--- src/rtl/calc_pkg.sv ---
// Shared definitions for the calculator datapath: the three-phase FSM state
// and an elaboration-time ceiling-log2 helper used for port and counter widths.
package calc_pkg;

    typedef enum logic [1:0] {
        IDLE  = 2'd0,
        SHIFT = 2'd1,
        DONE  = 2'd2
    } state_t;

    function automatic int clog2(input int value);
        int r;
        int v;
        r = 0;
        v = value - 1;
        while (v > 0) begin
            r++;
            v = v >> 1;
        end
        return r;
    endfunction

endpackage

--- src/rtl/bcd_digit_adjust.sv ---
// Double-dabble digit correction: a digit of 5 or more gets 3 added so that
// the following left shift carries cleanly into the next decimal digit.
module bcd_digit_adjust (
    input  logic [3:0] digit_i,
    output logic [3:0] digit_o
);

    always_comb begin
        digit_o = (digit_i >= 4'd5) ? digit_i + 4'd3 : digit_i;
    end

endmodule

--- src/rtl/result_bcd_converter.sv ---
// Sequential binary-to-BCD converter for calculator results: one shift per
// clock, result and significant-digit count published together on completion.
module result_bcd_converter
    import calc_pkg::*;
#(
    parameter int WIDTH  = 8,
    parameter int DIGITS = 5
) (
    input  logic                             clk,
    input  logic                             rst_n,
    input  logic                             in_valid,
    input  logic [2*WIDTH-1:0]               in_data,
    output logic                             in_ready,
    output logic                             out_valid,
    input  logic                             out_ready,
    output logic [4*DIGITS-1:0]              bcd,
    output logic [clog2(DIGITS+1)-1:0]       ndigits,
    output logic                             busy
);

    localparam int BW = 2 * WIDTH;
    localparam int AW = 4 * DIGITS;
    localparam int CW = clog2(BW + 1);
    localparam int NW = clog2(DIGITS + 1);

    state_t          state_q, state_d;
    logic [CW-1:0]   cnt_q, cnt_d;
    logic [BW-1:0]   bin_q, bin_d;
    logic [AW-1:0]   acc_q, acc_d;
    logic [AW-1:0]   bcd_q, bcd_d;
    logic [NW-1:0]   nd_q, nd_d;
    logic            ov_q, ov_d;

    logic [AW-1:0]    acc_adj;
    logic [AW+BW-1:0] cat;

    genvar g;
    generate
        for (g = 0; g < DIGITS; g++) begin : g_adj
            bcd_digit_adjust u_adj (
                .digit_i (acc_q[4*g +: 4]),
                .digit_o (acc_adj[4*g +: 4])
            );
        end
    endgenerate

    // Index of the most significant nonzero digit plus one; a zero reads as one digit.
    function automatic logic [NW-1:0] count_digits(input logic [AW-1:0] v);
        count_digits = NW'(1);
        for (int i = 1; i < DIGITS; i++) begin
            if (v[4*i +: 4] != 4'd0) count_digits = NW'(i + 1);
        end
    endfunction

    always_comb begin
        // NOTE: every _d gets a hold default first, so no path can infer a latch.
        state_d = state_q;
        cnt_d   = cnt_q;
        bin_d   = bin_q;
        acc_d   = acc_q;
        bcd_d   = bcd_q;
        nd_d    = nd_q;
        ov_d    = ov_q;
        cat     = {acc_adj, bin_q} << 1;

        case (state_q)
            IDLE: begin
                if (in_valid) begin
                    bin_d   = in_data;
                    acc_d   = '0;
                    cnt_d   = CW'(BW);
                    state_d = SHIFT;
                end
            end
            SHIFT: begin
                acc_d = cat[AW+BW-1:BW];
                bin_d = cat[BW-1:0];
                cnt_d = cnt_q - CW'(1);
                // Outputs are only touched on the final shift, never mid-conversion.
                if (cnt_q == CW'(1)) begin
                    bcd_d   = cat[AW+BW-1:BW];
                    nd_d    = count_digits(cat[AW+BW-1:BW]);
                    ov_d    = 1'b1;
                    state_d = DONE;
                end
            end
            DONE: begin
                if (out_ready) begin
                    ov_d    = 1'b0;
                    state_d = IDLE;
                end
            end
            default: state_d = IDLE;
        endcase
    end

    always_ff @(posedge clk or negedge rst_n) begin
        if (!rst_n) begin
            state_q <= IDLE;
            cnt_q   <= '0;
            bin_q   <= '0;
            acc_q   <= '0;
            bcd_q   <= '0;
            nd_q    <= '0;
            ov_q    <= 1'b0;
        end else begin
            // NOTE: non-blocking assignments so every flop samples pre-edge values.
            state_q <= state_d;
            cnt_q   <= cnt_d;
            bin_q   <= bin_d;
            acc_q   <= acc_d;
            bcd_q   <= bcd_d;
            nd_q    <= nd_d;
            ov_q    <= ov_d;
        end
    end

    assign in_ready  = (state_q == IDLE);
    assign busy      = (state_q == SHIFT);
    assign out_valid = ov_q;
    assign bcd       = bcd_q;
    assign ndigits   = nd_q;

endmodule

--- config.mk ---
export PLATFORM = sky130hd
export DESIGN_NAME = result_bcd_converter
export DESIGN_NICKNAME = d
export VERILOG_FILES = /design/src/rtl/calc_pkg.sv /design/src/rtl/bcd_digit_adjust.sv /design/src/rtl/result_bcd_converter.sv
export SDC_FILE = /design/constraint.sdc
export NUM_CORES = 1
export LEC_CHECK = 0
export ABC_AREA = 0
export BUFFER_PORTS_ARGS = -buffer_cell sky130_fd_sc_hd__buf_4
export CAP_MARGIN = 20
export CORE_MARGIN = 1
export CORE_UTILIZATION = 45
export DETAILED_ROUTE_END_ITERATION = 8
export PLACE_DENSITY = 0.76
export SYNTH_ARGS = -nofsm -noshare
export SYNTH_HDL_FRONTEND = slang
export SYNTH_SLANG_ARGS = --single-unit
--- constraint.sdc ---
create_clock -name clk -period 5 [get_ports clk]
set_input_delay 0.25 -clock clk [delete_from_list [all_inputs] [get_ports clk]]
set_output_delay 0.25 -clock clk [all_outputs]
set_load 0.03 [all_outputs]
==> summary.txt <==
Logic synthesis
  – Average cell area after synthesis: roughly 9.4 sq um
  – Cell count after synthesis: 359
  – Ys async rst share: 100%
  – Synthesized cell area: between 3000 and 4000 sq um
  – Yosys warns: 0
  – Synth Flop Type: dfrtp_1
  – Number of flops mapped to enable cells by yosys: 0
  – Mapped Nets: approximately 390
  – Synth unique cells: 40
  – Seq cells post-synth: 67
  – Seq/Total Area, Yosys: around half

Worst setup path
  – Critical Path Source Type: register
  – Crit path launch: state_q[1]$_DFFE_PN0P_
  – Arrival time at the worst endpoint: approximately 3.3 ns
  – Critical path peak fanout: 30
  – Worst EP required: a little over 5 ns
  – WS Path Type: register to register
  – Crit. End Element: register
  – RR Startpoint: state_q[1]$_DFFE_PN0P_

STA
  – Final worst-path cycle share: between 60 and 70%
  – Final Hold Fails: 4
  – Worst hold slack: -0.00493 ns
  – RSZ-0062 raised after global routing: no
  – Min Tclk post-route: roughly 3 ns
  – Measured slew at the worst slew-check pin: between 1 and 1.5 ns
  – Total negative slack: 0 ns
  – Clock skew: a little over 0.009 ns
  – Pins Over Slew Limit: 0
  – Slew HR: 32.4%
  – Fmax: between 300 and 400 MHz
  – Setup violators final: 0

Floorplan
  – Io pins: 46
  – Std-Cell Core Area: ~7300 sq um
  – Chip width: 88.5 um
  – Row count: 31
  – Initial core utilization: a little under half
  – Die ar.: between 7000 and 8000 sq um
  – Die H: roughly 90 um

GRT
  – Vias in the first global route: 2517
  – Initial antenna violation count: 0
  – Total global-route track usage: between 10% and 20%
  – Pin count of the biggest net entering global routing: 68
  – Grt ovf: 0
  – Global-route wire length before repair: ~12000 um

CTS
  – H-tree depth: 3
  – Total CTS buffers: 9
  – Clk buf depth: 2
  – Clock Root Buffer: clkbuf_8
  – CTS tree: built
  – Post-CTS Setup Inserts: 0
  – Hold_buf cts: 0
  – Clk_lat worst skew: approximately 0.34 ns
  – Post-cts sizing count: 0
  – Reg clk slew, reported paths: 0.08 ns
  – Clock Sinks: 67

Pwr
  – Clk pwr share: between 10% and 20%
  – Logic pwr share: a little under half
  – Internal: between 0.0015 and 0.002 W
  – Worst vdd ir: 226 uV
  – P_leak: between 1.5 and 2 nW
  – Power per cell area: roughly 730 nW/um^2
  – Sequential power share: around a third
  – Sw power: roughly 0.0013 W
  – Sw Ratio: a little over two fifths

Layout
  – Share of cells above drive strength 1: 18.8%
  – ANT cells: 0
  – Layout net count: between 400 and 500
  – Final Util: between 50% and 60%
  – Synth-to-layout area growth: 19.6%
  – Fillers: about 630

Status
  – Status: complete, but fails checks
  – Violated checks: hold timing

Detailed routing
  – DR vias/cell: ~5.4
  – Final Routed Wirelength: between 7000 and 8000 um
  – DR pass1 iterations: 4
  – 1st-iter DRT viols: approximately 120
  – Avg WL per Cell: 14.3 um
  – Remaining DRCs: 0
  – Final ANT Viol Nets: 0
  – Routed vias: between 2k and 3k

Placement
  – GP Congestion: 0.793
  – IO Port Bufs: between 40 and 50
  – Post-DP HPWL: between 4000 and 5000 um

Hold path
  – HP Class: primary input to async pin

Flow run
  – Max-cap check violation count: 0
## state kept, by name, summed over array words and instances, names as in the netlist
| name | flops |
|---|---|
| bcd | 20 |
| state_q | 2 |
| bin_q | 16 |
| ndigits | 3 |
| cnt_q | 5 |
| out_valid | 1 |
| acc_q | 20 |
## power by group through the flow
stage / registers, W / logic (W) / clock network (W)
floorplan: 0.00113 / 0.000862 / 0
global placement: 0.00102 / 0.00132 / 0
detailed placement: 0.00103 / 0.00137 / 0
CTS: 0.00102 / 0.00138 / 0.000570
global route: 0.00106 / 0.00153 / 0.000593
finish: 0.00102 / 0.00137 / 0.000561
## metrics by stage
| step | instance area [sq um] | instances | worst slack, ns | total power [W] |
|---|---|---|---|---|
| 4_1_cts | 4030 | 504 | 1.92 | 0.00298 |
| 5_1_grt | 4030 | 504 | 1.57 | 0.00319 |
| 6_report | 4030 | 504 | 1.93 | 0.00296 |
| 3_3_place_gp | 3780 | 488 | 2.09 | 0.00234 |
| 3_5_place_dp | 3780 | 488 | 1.95 | 0.00240 |
| 2_1_floorplan | 3370 | 359 | 3.06 | 0.00199 |
## worst paths after layout
kind	to	slack (ns)	cells after the start
setup / recovery	bcd[6]$_DFFE_PN0P_	1.93	4
hold / removal	bcd[2]$_DFFE_PN0P_	-0.005	1
setup reg to reg	bcd[6]$_DFFE_PN0P_	1.93	4
hold reg to reg	bcd[15]$_DFFE_PN0P_	0.48	2
max in group asynchronous	bcd[15]$_DFFE_PN0P_	4.44	1
min in group clk	state_q[1]$_DFFE_PN0P_	0.11	2
## synth_stat cells, types with 2 or more instances
cell / count / area share, %
nand3b_1: 2 / 0.45
and2_1: 5 / 0.93
nor2b_1: 11 / 2.0
xnor2_1: 5 / 1.3
clkbuf_1: 15 / 1.7
ha_1: 12 / 4.5
a22oi_1: 15 / 3.3
mux2i_1: 2 / 0.59
a211oi_1: 4 / 0.89
a21oi_1: 23 / 3.4
or2b_2: 2 / 0.52
nor2_1: 14 / 1.6
nor3_1: 4 / 0.59
dfrtp_1: 67 / 50
o21ai_0: 54 / 8.0
and3b_1: 2 / 0.52
inv_1: 12 / 1.3
nand2b_1: 7 / 1.3
mux2_2: 4 / 1.3
nand2_1: 66 / 7.3
nor4b_1: 2 / 0.52
nor3b_1: 6 / 1.3
a22o_1: 8 / 2.1
## per-layer routing
layer	up-vias	track usage (%)	share of wire [%]
li1	1334	-	-
met1	1319	25.4	45
met2	55	32.0	50
met3	5	4.38	4.5
met4	0	9.53	0.73
met5	-	0	0
## worst max-delay path, stage by stage (launching register included)
cell and delay (ns):
dfrtp_1 0.76, or2b_2 0.48, clkinv_1 0.55, nand2_1 0.89, o21ai_0 0.21
## area by class of cell
class | instances | area (sq um) | area share (%)
well taps | 99 | 124 | 3.07
inverters | 13 | 48.8 | 1.21
multi-input cells | 263 | 1590 | 39.4
repair buffers | 46 | 345 | 8.56
clock inverters | 6 | 111 | 2.76
flip-flops and latches | 67 | 1680 | 41.6
clock buffers | 10 | 138 | 3.41
## layout by cell type (no fill, tap or decap), types with 3 or more instances in the layout
cell type | Yosys | final
a22o_1 | 8 | 8
clkbuf_8 | 0 | 10
bufinv_16 | 0 | 3
a211oi_1 | 4 | 4
mux2_2 | 4 | 4
nand2_1 | 66 | 66
dfrtp_1 | 67 | 67
nand2b_1 | 7 | 7
inv_1 | 12 | 12
xnor2_1 | 5 | 5
nor2_1 | 14 | 14
a22oi_1 | 15 | 15
ha_1 | 12 | 12
o21ai_0 | 54 | 54
nor3b_1 | 6 | 6
a21oi_1 | 23 | 23
and2_1 | 5 | 5
nor2b_1 | 11 | 11
nor3_1 | 4 | 4
buf_4 | 0 | 46
## kinds of logic (layout without fill, tap and decap cells)
logic type      Yosys count  in the layout  share of synthesized area, %
buf+inv                  29             75                          3.23
compound gates          112            112                          20.5
fa+ha+maj                12             12                          4.45
mux                       6              6                          1.93
xor+xnor                  5              5                          1.30
simple gates            128            128                          18.9
flops                    67             67                          49.7
(Power assumes the default switching activity.)
